[config.mk]
export PLATFORM = sky130hd
export DESIGN_NAME = controle_multiciclo
export DESIGN_NICKNAME = d
export VERILOG_FILES = /design/src/rtl/controle_multiciclo.sv
export SDC_FILE = /design/constraint.sdc
export NUM_CORES = 1
export LEC_CHECK = 0
export ABC_AREA = 1
export CAP_MARGIN = 20
export CORE_MARGIN = 3
export CORE_UTILIZATION = 49
export DETAILED_ROUTE_END_ITERATION = 16
export PLACE_DENSITY = 0.78
export RECOVER_POWER = 50
export SLEW_MARGIN = 40
export SYNTH_ARGS = -nofsm -noshare
export SYNTH_HDL_FRONTEND = slang
export SYNTH_SLANG_ARGS = --single-unit
[constraint.sdc]
create_clock -name clock -period 1.5 [get_ports clock]
set_clock_uncertainty 0.05 [all_clocks]
set_input_delay 0.3 -clock clock [delete_from_list [all_inputs] [get_ports clock]]
set_output_delay 0.3 -clock clock [all_outputs]
set_load 0.01 [all_outputs]
[src/rtl/controle_multiciclo.sv]
// Multi-cycle nRISC control FSM: FETCH/DECODE/EXEC/MEM/WB/HALT with memory timeout.
// Optional performance counters are enabled by defining CTRL_PERF_EN.
module controle_multiciclo #(
  parameter int OPCODE_W    = 3,
  parameter int MEM_TIMEOUT = 15
`ifdef CTRL_PERF_EN
  ,
  parameter int CNT_W       = 16
`endif
) (
  input  logic                clock,
  input  logic                reset,
  input  logic [OPCODE_W-1:0] opcode,
  input  logic                mem_ready,
  output logic                mem_req,
  output logic                instr_load,
  output logic [9:0]          decoded_instruction,
  output logic                illegal,
  output logic                fault,
  output logic                halted
`ifdef CTRL_PERF_EN
  ,
  output logic [CNT_W-1:0]    retired,
  output logic [CNT_W-1:0]    stall_cycles
`endif
);

  typedef enum logic [2:0] {
    S_FETCH,
    S_DECODE,
    S_EXEC,
    S_MEM,
    S_WB,
    S_HALT
  } state_e;

  localparam int WC_W =
    (MEM_TIMEOUT > 1) ? $clog2(MEM_TIMEOUT + 1) : 1;
  localparam logic [WC_W-1:0] WC_LAST =
    WC_W'((MEM_TIMEOUT > 0) ? MEM_TIMEOUT - 1 : 0);

  // Non-strobe fields: ulaop, jump, ulasrc, beq, regsrc
  localparam logic [9:0] NS_MASK = 10'b1111011100;
  localparam logic [9:0] WB_MASK = 10'b0000000011;
  localparam int         MW_BIT  = 5;

  state_e           state_q, state_d;
  logic [9:0]       ctrl_q, ctrl_d;
  logic [WC_W-1:0]  wait_cnt_q, wait_cnt_d;
  logic             fault_q, fault_d;

  logic             op_bad;
  logic [2:0]       op_lo;
  logic             is_halt;
  logic             waiting;
  logic             tmo_hit;

  function automatic logic [9:0] dec_word(input logic [2:0] op);
    logic [9:0] w;
    case (op)
      3'b000:  w = 10'b0000010011;
      3'b001:  w = 10'b0010010111;
      3'b010:  w = 10'b0100110101;
      3'b011:  w = 10'b0110000111;
      3'b100:  w = 10'b1000010111;
      3'b101:  w = 10'b1011001001;
      3'b110:  w = 10'b1101001001;
      default: w = 10'b0000000000;
    endcase
    return w;
  endfunction

  generate
    if (OPCODE_W > 3) begin : g_wide
      assign op_bad = |opcode[OPCODE_W-1:3];
    end else begin : g_narrow
      assign op_bad = 1'b0;
    end
  endgenerate

  assign op_lo   = opcode[2:0];
  assign is_halt = !op_bad && (op_lo == 3'b111);
  assign waiting = ((state_q == S_FETCH) || (state_q == S_MEM))
                   && !mem_ready;
  assign tmo_hit = (MEM_TIMEOUT != 0) && (wait_cnt_q == WC_LAST);

  always_ff @(posedge clock) begin
    if (reset) begin
      state_q <= S_FETCH;
    end else begin
      state_q <= state_d;
    end
  end

  always_comb begin
    state_d = state_q;
    unique case (state_q)
      S_FETCH: begin
        if (mem_ready)    state_d = S_DECODE;
        else if (tmo_hit) state_d = S_HALT;
      end
      S_DECODE: begin
        if (op_bad)       state_d = S_FETCH;
        else if (is_halt) state_d = S_HALT;
        else              state_d = S_EXEC;
      end
      S_EXEC: begin
        state_d = ctrl_q[MW_BIT] ? S_MEM : S_WB;
      end
      S_MEM: begin
        if (mem_ready)    state_d = S_WB;
        else if (tmo_hit) state_d = S_HALT;
      end
      S_WB:   state_d = S_FETCH;
      S_HALT: state_d = S_HALT;
      default: state_d = S_FETCH;
    endcase
  end

  always_comb begin
    ctrl_d = ctrl_q;
    if ((state_q == S_DECODE) && !op_bad && !is_halt) begin
      ctrl_d = dec_word(op_lo);
    end
  end

  // Counter restarts whenever the state changes, so it clears on FETCH/MEM entry.
  always_comb begin
    wait_cnt_d = '0;
    if (waiting && (state_d == state_q)) begin
      wait_cnt_d = (wait_cnt_q == '1) ? wait_cnt_q
                                      : wait_cnt_q + 1'b1;
    end
  end

  assign fault_d = fault_q || (waiting && tmo_hit);

  always_ff @(posedge clock) begin
    if (reset) begin
      ctrl_q     <= '0;
      wait_cnt_q <= '0;
      fault_q    <= 1'b0;
    end else begin
      ctrl_q     <= ctrl_d;
      wait_cnt_q <= wait_cnt_d;
      fault_q    <= fault_d;
    end
  end

  always_comb begin
    mem_req             = 1'b0;
    instr_load          = 1'b0;
    decoded_instruction = '0;
    illegal             = 1'b0;
    halted              = 1'b0;
    fault               = fault_q;
    unique case (state_q)
      S_FETCH: begin
        mem_req    = 1'b1;
        instr_load = mem_ready;
      end
      S_DECODE: begin
        illegal = op_bad;
      end
      S_EXEC: begin
        decoded_instruction = ctrl_q & NS_MASK;
      end
      S_MEM: begin
        mem_req             = 1'b1;
        decoded_instruction = ctrl_q & NS_MASK;
        decoded_instruction[MW_BIT] = ctrl_q[MW_BIT] && mem_ready;
      end
      S_WB: begin
        decoded_instruction = ctrl_q & (NS_MASK | WB_MASK);
      end
      S_HALT: begin
        halted = 1'b1;
      end
      default: ;
    endcase
    if (reset) begin
      mem_req             = 1'b0;
      instr_load          = 1'b0;
      decoded_instruction = '0;
      illegal             = 1'b0;
      halted              = 1'b0;
      fault               = 1'b0;
    end
  end

`ifdef CTRL_PERF_EN
  logic [CNT_W-1:0] ret_q, ret_d;
  logic [CNT_W-1:0] stall_q, stall_d;

  always_comb begin
    ret_d   = ret_q;
    stall_d = stall_q;
    if ((state_q == S_WB) && (ret_q != '1)) begin
      ret_d = ret_q + 1'b1;
    end
    if (waiting && (stall_q != '1)) begin
      stall_d = stall_q + 1'b1;
    end
  end

  always_ff @(posedge clock) begin
    if (reset) begin
      ret_q   <= '0;
      stall_q <= '0;
    end else begin
      ret_q   <= ret_d;
      stall_q <= stall_d;
    end
  end

  assign retired      = reset ? '0 : ret_q;
  assign stall_cycles = reset ? '0 : stall_q;
`endif

endmodule

==> results.json, run 1 <==
{
  "outcome": "finished with violations",
  "failed_checks": "negative setup slack",
  "yosys_warnings": 0,
  "power.share.clock_pct": 20.4,
  "path_clk_slew_ns": 0.10,
  "fin_nets": 195,
  "fp.coreArea_um2": 1780,
  "reg2reg_to": "ctrl_q[0]$_SDFFE_PP0P_",
  "switching_power_w": 0.000424,
  "cts_sinks": 17,
  "netlist_area_um2": 948,
  "cts-hold-fix-buffers": 0,
  "drive_above_1_share_pct": 44.1,
  "cts_root_buf": "clkbuf_4",
  "boundaryPins": 21,
  "clock_path_buffers": 2,
  "syn_to_final_growth_pct": 48.0,
  "nFillCells": 127,
  "start_util_pct": 53.2,
  "place_congestion": 0.862,
  "grt_max_degree": 10,
  "comb_power_share_pct": 37.4,
  "power.leakage_nw": 0.659,
  "cap_violations": 0,
  "antenna_left": 0,
  "drt-met1-wl_um": 1020,
  "die_height_um": 50.0,
  "sequentialPowerShare_pct": 42.2,
  "setup_violations": 13,
  "fmax_mhz": 628,
  "cp_max_fo": 7,
  "cp-startpoint": "state_q[2]$_SDFF_PP0_",
  "whs_endpoint": "fault_q$_SDFF_PP0_",
  "r2r.worst_path.cells": 9,
  "clock_latency_ns": 0.29,
  "routed-wl-met2_um": 1220,
  "hold_path.class": "flop to flop",
  "ys_ff_latch": 17,
  "drtIter0Drc": 16,
  "grt_pass1_wl_um": 3840,
  "drv_slew": 0,
  "end_kind": "output port",
  "period_needed_ns": 1.59,
  "ys_seq_area_share_pct": 35.9,
  "postSynthAreaPerCell_um2": 6.82,
  "grt_antenna_before_repair": 0,
  "cts_tree": "done",
  "switching_share_pct": 34.7,
  "synth_fp_nets": 147,
  "grt-ovfl-total": 0,
  "port_buffers": 19,
  "drc": 0,
  "multiInputGateArea_um2": 566,
  "crit_arrival_ns": 1.24,
  "wl_per_cell_um": 11.2,
  "post-route-util_pct": 78.7,
  "r2r_start": "state_q[0]$_SDFF_PP0_",
  "dr.max_layer_used": "met4",
  "grt_pass1_vias": 906,
  "drtPass1Iterations": 4,
  "r2r_slack_ns": 0.04,
  "timing.setup.tns_ns": -0.664,
  "rsz0062_at_grt": "yes",
  "grtUsageTotal_pct": 20.3,
  "chipWidth_um": 50.0,
  "wl_met3_um": 110,
  "irDropWorstVdd_uv": 582,
  "internal_power_w": 0.000800,
  "netlist_instances": 139,
  "ys_types": 28,
  "finalHoldViolations": 0,
  "whs_path_depth": 2,
  "worstPathRequired_ns": 1.15,
  "holdCritStartpoint": "fault_q$_SDFF_PP0_",
  "wl_um": 2360,
  "die-area_um2": 2500,
  "setup_ws_ns": -0.0911,
  "diodes": 0,
  "dr_total_vias": 1052,
  "dp_hpwl_um": 1710,
  "regArea_um2": 347,
  "finalCritPeriodShare_pct": 106,
  "vias_per_cell": 4.99,
  "critPathKind": "flop to output port",
  "htreeDepth": 1,
  "cts_buffers": 3,
  "p_per_area_nw_per_um2": 872,
  "startpoint_type": "flop",
  "row_count": 15
}
## worst max path at each step
stage / end / slack [ns] / cells after the start
after floorplan: decoded_instruction[5] / 0.04 / 5
after global placement: decoded_instruction[6] / -0.56 / 6
after detailed placement: decoded_instruction[3] / -0.59 / 6
after CTS: mem_req / -0.11 / 7
after global routing: decoded_instruction[8] / -0.16 / 6
final: mem_req / -0.09 / 7
## sequential cells by signal (all words and copies together) (netlist names)
| signal | cells |
|---|---|
| fault_q | 1 |
| state_q | 3 |
| ctrl_q | 9 |
| wait_cnt_q | 4 |
## cell type report
type,instances,area share [%]
multi-input combinational,95,40.3
sequential,17,24.7
timing repair buffer,47,24.4
inverter,23,6.51
tap,25,2.23
clock buffer,4,1.87
## metrics by stage
stage | power [W] | setup slack (ns) | hold WS [ns] | cell area, um^2 | std cells
floorplan | 0.000746 | 0.0393 | 0.385 | 951 | 139
global placement | 0.000908 | -0.564 | 0.395 | 1320 | 203
detailed placement | 0.000917 | -0.592 | 0.409 | 1320 | 203
CTS | 0.00119 | -0.109 | 0.430 | 1360 | 210
global route | 0.00129 | -0.164 | 0.460 | 1400 | 211
finish | 0.00122 | -0.0911 | 0.429 | 1400 | 211
## worst max-delay path: stages, from the launching register on
cell,delay [ns]
dfxtp_2,0.39
inv_2,0.06
buf_4,0.16
nand2_2,0.08
nand2_2,0.05
inv_2,0.06
nor2_4,0.03
buf_6,0.11
## kinds of logic (layout without fill, tap and decap cells)
logic type      Yosys count  after routing  share of synthesized area (%)
buf+inv                  27             74                           12.4
mux                       1              1                           1.06
other cells               1              1                          0.395
simple gates             70             70                           34.3
fa+ha+maj                 2              2                           2.64
flops                    17             17                           35.9
compound gates           20             20                           12.4
xor+xnor                  1              1                          0.924
## synthesized netlist by cell type
library cell   n  area (um^2)
nand2_1       25         93.8
nor2_1        18         67.6
dfxtp_1       17          340
inv_1         16         60.1
nand3_1       12         60.1
inv_2          6         22.5
nand2_2        5         31.3
o21ai_0        5         25.0
a21oi_1        4         20.0
nor3_1         4         20.0
o22ai_1        4         25.0
nor2_4         3         33.8
buf_4          2         15.0
ha_1           2         25.0
nand4_1        2         12.5
o21ai_1        2         10.0
a21boi_0       1         7.51
a31oi_1        1         6.26
buf_2          1         5.00
buf_6          1         11.3
clkinv_1       1         3.75
conb_1         1         3.75
mux2i_1        1         10.0
nor2_2         1         6.26
o2111ai_1      1         8.76
o211ai_1       1         7.51
o21a_1         1         7.51
xor2_1         1         8.76
## power by group through the flow
stage	Sequential, W	Combinational [W]	Clock, W
final	0.000517	0.000457	0.000250
after global routing	0.000521	0.000505	0.000269
after CTS	0.000517	0.000426	0.000250
after detailed placement	0.000522	0.000395	0
after global placement	0.000520	0.000388	0
after floorplan	0.000522	0.000224	0
## cell usage in the layout, fill, tap and decap left out, drive strengths merged
cell type | netlist | final
a21boi | 1 | 1
a21oi | 4 | 4
a31oi | 1 | 1
buf | 4 | 41
clkbuf | 0 | 5
clkdlybuf4s50 | 0 | 4
clkinv | 1 | 1
conb | 1 | 1
dfxtp | 17 | 17
dlygate4sd2 | 0 | 1
ha | 2 | 2
inv | 22 | 22
mux2i | 1 | 1
nand2 | 30 | 30
nand3 | 12 | 12
nand4 | 2 | 2
nor2 | 22 | 22
nor3 | 4 | 4
o2111ai | 1 | 1
o211ai | 1 | 1
o21a | 1 | 1
o21ai | 7 | 7
o22ai | 4 | 4
xor2 | 1 | 1
## routing by layer
layer / global-route usage, % / up-vias
li1: - / 543
met1: 23.4 / 483
met2: 35.2 / 24
met3: 5.74 / 2
met4: 6.91 / 0
met5: 0 / -
## what timing repair did
| item | CTS | global route |
|---|---|---|
| setup endpoints to repair | 14 | 24 |
| buffers inserted | 3 | 1 |
| resized for setup | 73 | 15 |
| pin swaps | 4 | 6 |
(Power assumes the default switching activity.)
==> run 2: changes to the inputs <==
CORE_UTILIZATION = 50   (was 49)
DONT_BUFFER_PORTS = 1   (was not set)
PLACE_DENSITY = not set   (was 0.78)
==> run 2 against run 1 <==
The flow still finishes with violations (negative setup slack). Cell count fell by 18%. Critical path depth decreased by 1. Core utilization fell by 13 points. Die area is 1.8% lower. Power shrank 7.8%. Cell area is 17% lower. Largest power group unchanged. Highest routed layer unchanged.
==> results.json, run 2 (synthesis results as in run 1) <==
{
  "dr.max_layer_used": "met4",
  "fp.coreArea_um2": 1760,
  "r2r.worst_path.cells": 9,
  "largest_register": "ctrl_q",
  "drive_above_1_share_pct": 31.5,
  "crit_arrival_ns": 1.23,
  "syn_to_final_growth_pct": 22.7,
  "end_kind": "output port",
  "power.leakage_nw": 0.496,
  "cts_sinks": 17,
  "wl_met3_um": 112,
  "r2r_start": "wait_cnt_q[0]$_SDFFE_PP0P_",
  "drv_slew": 0,
  "cap_violations": 0,
  "p_per_area_nw_per_um2": 970,
  "reg_top3": "ctrl_q (9), wait_cnt_q (4), state_q (3)",
  "reg2reg_to": "wait_cnt_q[3]$_SDFFE_PP0P_",
  "die_height_um": 49.6,
  "clock_latency_ns": 0.29,
  "setup_ws_ns": -0.0822,
  "placed_area_um2": 996,
  "irDropWorstVdd_uv": 647,
  "finalHoldViolations": 0,
  "regArea_um2": 347,
  "dr_total_vias": 922,
  "timing.setup.tns_ns": -0.438,
  "routed-wl-met2_um": 1020,
  "crit_chain": "inv_2 > nor2_4 > nand2_4 > nand2_2 > inv_2 > nor2_4",
  "port_buffers": 0,
  "start_util_pct": 53.8,
  "holdCritStartpoint": "reset",
  "chipWidth_um": 49.6,
  "boundaryPins": 21,
  "cts_root_buf": "clkbuf_4",
  "finalCritPeriodShare_pct": 105,
  "largest_reg_flops": 9,
  "hold_path.class": "input pin to flop",
  "clock_path_buffers": 2,
  "grt_pass1_wl_um": 3830,
  "wl_um": 2130,
  "grt-ovfl-total": 0,
  "cp_slowest_cell": "dfxtp_4",
  "drt-met1-wl_um": 948,
  "critPathKind": "flop to output port",
  "rsz0062_at_grt": "yes",
  "grtUsageTotal_pct": 20.1,
  "cpPeakStageDelay_ns": 0.39,
  "drtPass1Iterations": 4,
  "drtIter0Drc": 13,
  "failed_checks": "negative setup slack",
  "wl_per_cell_um": 12.2,
  "setup_violations": 12,
  "row_count": 15,
  "period_needed_ns": 1.58,
  "grt_max_degree": 11,
  "worstPathRequired_ns": 1.15,
  "grt_pass1_vias": 897,
  "fin_nets": 158,
  "r2r_slack_ns": 0.07,
  "final_area_um2": 1160,
  "place_congestion": 0.868,
  "cp-startpoint": "state_q[1]$_SDFF_PP0_",
  "drc": 0,
  "diodes": 0,
  "path_clk_slew_ns": 0.10,
  "final_cell_mix": "nand2_1, inv_1, dfxtp_1, nand3_1, nor2_4",
  "final_common_cell": "nand2_1",
  "htreeDepth": 1,
  "grt_antenna_before_repair": 0,
  "fmax_mhz": 632,
  "cts_buffers": 3,
  "startpoint_type": "flop",
  "antenna_left": 0,
  "vias_per_cell": 5.30,
  "multiInputGateArea_um2": 591,
  "dp_hpwl_um": 1590,
  "cp_max_fo": 4,
  "nFillCells": 164,
  "cts_tree": "done",
  "critPathCapture": "mem_req",
  "outcome": "finished with violations",
  "die-area_um2": 2460
}
-- run 2: changes by cell type in the layout (fill, tap and decap cells not counted), moves of 2 or more --
| cell | change |
|---|---|
| buf_2 | -12 |
| nand2_2 | -5 |
| nor3_4 | +2 |
| nor2_1 | -5 |
| buf_6 | -2 |
| nand2_1 | +6 |
| clkdlybuf4s50_1 | -4 |
| nor3_2 | -2 |
| nor2_4 | +5 |
| buf_4 | -18 |
-- run 2: how the worst min path moves through the flow --
stage / end / slack [ns] / depth (start not counted)
after floorplan: ctrl_q[0]$_SDFFE_PP0P_ / 0.39 / 2
after global placement: ctrl_q[5]$_SDFFE_PP0P_ / 0.32 / 1
after detailed placement: ctrl_q[0]$_SDFFE_PP0P_ / 0.32 / 1
after CTS: state_q[0]$_SDFF_PP0_ / 0.00003 / 1
after global routing: state_q[2]$_SDFF_PP0_ / 0.001 / 1
final: state_q[2]$_SDFF_PP0_ / 0.02 / 1
-- run 2: power by group --
group          switching [W]  internal (W)  leakage, nW
Clock               0.000148     0.0000992       0.0177
Combinational       0.000235      0.000128        0.339
Sequential         0.0000263      0.000493        0.140
-- run 2: worst max-delay path: cells and delay by family (launching register included) --
kind	cells	cell delay [ns]
DFF	1	0.39
buffers and inverters	2	0.09
and+or+nand+nor	4	0.46
-- run 2: stage by stage --
step	std cells	worst slack [ns]	power, W	hold WS, ns	util, %
finish	174	-0.0822	0.00113	0.0153	66.0
global route	174	-0.178	0.00120	0.00108	66.0
CTS	173	-0.0967	0.00113	0.0000270	64.8
detailed placement	166	0.0744	0.000813	0.324	56.5
global placement	166	0.107	0.000807	0.322	56.5
floorplan	139	0.0393	0.000746	0.385	-
-- run 2: what timing repair did --
item	CTS	global route
gates cloned	0	0
hold endpoints to repair	0	2
resized for setup	28	4
pin swaps	5	3
hold buffers	0	1
setup buffers	4	0
setup endpoints to repair	13	17
-- run 2: per-layer routing --
layer / vias to the layer above / global-route usage (%)
met3: 6 / 4.53
met5: - / 0
met4: 0 / 11.1
met1: 422 / 23.5
li1: 468 / -
met2: 26 / 33.7
-- run 2: area by class of cell --
cell class / count / share of cell area (%)
clock inverter: 1 / 0.430
inverter: 23 / 7.42
multi-input combinational: 95 / 50.8
timing repair buffer: 10 / 6.99
tap: 25 / 2.69
clock buffer: 3 / 1.94
sequential: 17 / 29.8
==> run 3: changes to the inputs <==
CELL_PAD_IN_SITES_DETAIL_PLACEMENT = 0   (was not set)
CELL_PAD_IN_SITES_GLOBAL_PLACEMENT = 1   (was not set)
CORE_UTILIZATION = 42   (was 50)
PLACE_DENSITY_LB_ADDON = 0.1   (was not set)
==> run 3 against run 2 <==
The run still ends with negative setup slack left. Clock power down 2%. Register-to-register slack got worse by 0.12 ns. Setup slack got worse by 0.039 ns. First-iteration DRC count shrank 15%. Core utilization fell by 4.7 points. Routed wire length increased by 8.5%. Non-clock buffer count up 7. Clock-buffer cell count grew 1. Sequential power about the same. Sequential share of layout area shrank 1.9 points. Global-route usage down 2.5 points. Critical path depth down 1. Largest power group unchanged.
==> results.json, run 3 (synthesis results as in run 1) <==
{
  "outcome": "finished with violations",
  "failed_checks": "negative setup slack",
  "comb_power_share_pct": 35.2,
  "die_height_um": 53.5,
  "dr_total_vias": 933,
  "drive_above_1_share_pct": 37.8,
  "worstPathRequired_ns": 1.15,
  "start_util_pct": 46.4,
  "wl_um": 2310,
  "r2r_start": "state_q[1]$_SDFF_PP0_",
  "grt-ovfl-total": 0,
  "clock_latency_ns": 0.30,
  "switching_power_w": 0.000415,
  "chipWidth_um": 53.5,
  "reg_top3": "ctrl_q (9), wait_cnt_q (4), state_q (3)",
  "dp_hpwl_um": 1550,
  "sequentialPowerShare_pct": 44.2,
  "cp_max_fo": 5,
  "largest_register": "ctrl_q",
  "critPathKind": "flop to output port",
  "switching_share_pct": 35.2,
  "nFillCells": 218,
  "crit_chain": "inv_2 > nor2_4 > nand2_2 > nor3_2 > buf_4",
  "grt_max_degree": 16,
  "setup_violations": 20,
  "finalHoldViolations": 0,
  "final_area_um2": 1250,
  "irDropWorstVdd_uv": 775,
  "end_kind": "output port",
  "cts_sinks": 17,
  "final_cell_mix": "nand2_1, inv_1, dfxtp_1, buf_4, nand3_1",
  "cp_slowest_cell": "dfxtp_4",
  "p_per_area_nw_per_um2": 942,
  "fmax_mhz": 617,
  "setup_ws_ns": -0.121,
  "drtPass1Iterations": 6,
  "reg2reg_to": "ctrl_q[5]$_SDFFE_PP0P_",
  "vias_per_cell": 5.10,
  "wl_per_cell_um": 12.6,
  "final_common_cell": "nand2_1",
  "port_buffers": 0,
  "largest_reg_flops": 9,
  "layout.cells.non_filler": 183,
  "grt_antenna_before_repair": 0,
  "place_congestion": 0.797,
  "syn_to_final_growth_pct": 31.9,
  "cap_violations": 0,
  "whs_path_depth": 1,
  "placed_area_um2": 1020,
  "finalCritPeriodShare_pct": 108,
  "whs_endpoint": "ctrl_q[5]$_SDFFE_PP0P_",
  "grtUsageTotal_pct": 17.6,
  "row_count": 16,
  "cts_root_buf": "clkbuf_4",
  "fp.coreArea_um2": 2040,
  "drtIter0Drc": 11,
  "boundaryPins": 21,
  "cpPeakStageDelay_ns": 0.39,
  "grt_pass1_vias": 820,
  "die-area_um2": 2860,
  "path_clk_slew_ns": 0.10,
  "startpoint_type": "flop",
  "dp_cells": 169,
  "htreeDepth": 1,
  "r2r.worst_path.cells": 8,
  "fin_nets": 165,
  "holdCritStartpoint": "reset",
  "period_needed_ns": 1.62,
  "r2r_slack_ns": -0.05,
  "clock_path_buffers": 2,
  "drv_slew": 0,
  "post-route-util_pct": 61.3,
  "cts_tree": "done",
  "cts_buffers": 3,
  "rsz0062_at_grt": "yes",
  "hold-worst-slack_ns": 0.00686,
  "drc": 0,
  "diodes": 0,
  "grt_pass1_wl_um": 3640,
  "antenna_left": 0,
  "hold_path.class": "input pin to flop",
  "internal_power_w": 0.000764,
  "crit_arrival_ns": 1.27,
  "power.leakage_nw": 0.509,
  "power.share.clock_pct": 20.7
}
[run 3: cell count changes in the layout (fill, tap and decap cells not counted), sizes merged]
cell	previous run	this run
buf	9	15
clkbuf	3	4
clkinv	2	1
dlygate4sd3	1	2
[run 3: worst max-delay path, delay by kind of cell, from the launching register on]
| kind | cells | cell delay (ns) |
|---|---|---|
| buffers and inverters | 2 | 0.20 |
| DFF | 1 | 0.39 |
| and+or+nand+nor | 3 | 0.39 |
[run 3: final cells by class]
| class | instances | area (um^2) | share of cell area (%) |
|---|---|---|---|
| Multi-Input combinational cell | 95 | 594 | 47.5 |
| Sequential cell | 17 | 349 | 27.9 |
| Timing Repair Buffer | 17 | 156 | 12.5 |
| Inverter | 23 | 91.3 | 7.30 |
| Tap cell | 27 | 33.8 | 2.70 |
| Clock buffer | 4 | 26.3 | 2.10 |
[run 3: worst max-delay path by stage]
stage / endpoint / slack (ns) / cells past startpoint / start
finish: decoded_instruction[5] / -0.12 / 5 / state_q[1]$_SDFF_PP0_
global route: decoded_instruction[8] / -0.19 / 5 / state_q[1]$_SDFF_PP0_
CTS: decoded_instruction[0] / -0.13 / 6 / state_q[1]$_SDFF_PP0_
detailed placement: wait_cnt_q[0]$_SDFFE_PP0P_ / 0.06 / 9 / wait_cnt_q[0]$_SDFFE_PP0P_
global placement: decoded_instruction[6] / 0.11 / 6 / state_q[1]$_SDFF_PP0_
floorplan: decoded_instruction[5] / 0.04 / 5 / reset
[run 3: metal layers]
layer  up-vias  global-route usage (%)  part of all wire, %
met5         -                       0                    0
met4         0                    3.83                  1.8
met3         4                    5.92                  4.9
met2        18                    29.0                   50
met1       428                    22.1                   43
li1        483                       -                    -
[run 3: through the flow]
step / TNS [ns] / power (W) / setup WS [ns]
after detailed placement: 0 / 0.000816 / 0.0568
final: -1.40 / 0.00118 / -0.121
after global routing: -3.51 / 0.00126 / -0.189
after CTS: -0.863 / 0.00112 / -0.126
after global placement: 0 / 0.000813 / 0.107
after floorplan: 0 / 0.000746 / 0.0393
[run 3: repair_timing]
action / in CTS / in global routing
resized for setup: 26 / 16
endpoints found under the hold margin: 0 / 2
hold buffers: 0 / 2
pin swaps: 5 / 7
endpoints found under the setup margin: 13 / 24
buffers inserted: 6 / 4
[run 3: power groups by stage]
stage / combinational [W] / clock (W) / sequential (W)
finish: 0.000414 / 0.000243 / 0.000521
floorplan: 0.000224 / 0 / 0.000522
global placement: 0.000287 / 0 / 0.000526
detailed placement: 0.000289 / 0 / 0.000526
CTS: 0.000355 / 0.000247 / 0.000519
global route: 0.000463 / 0.000273 / 0.000524
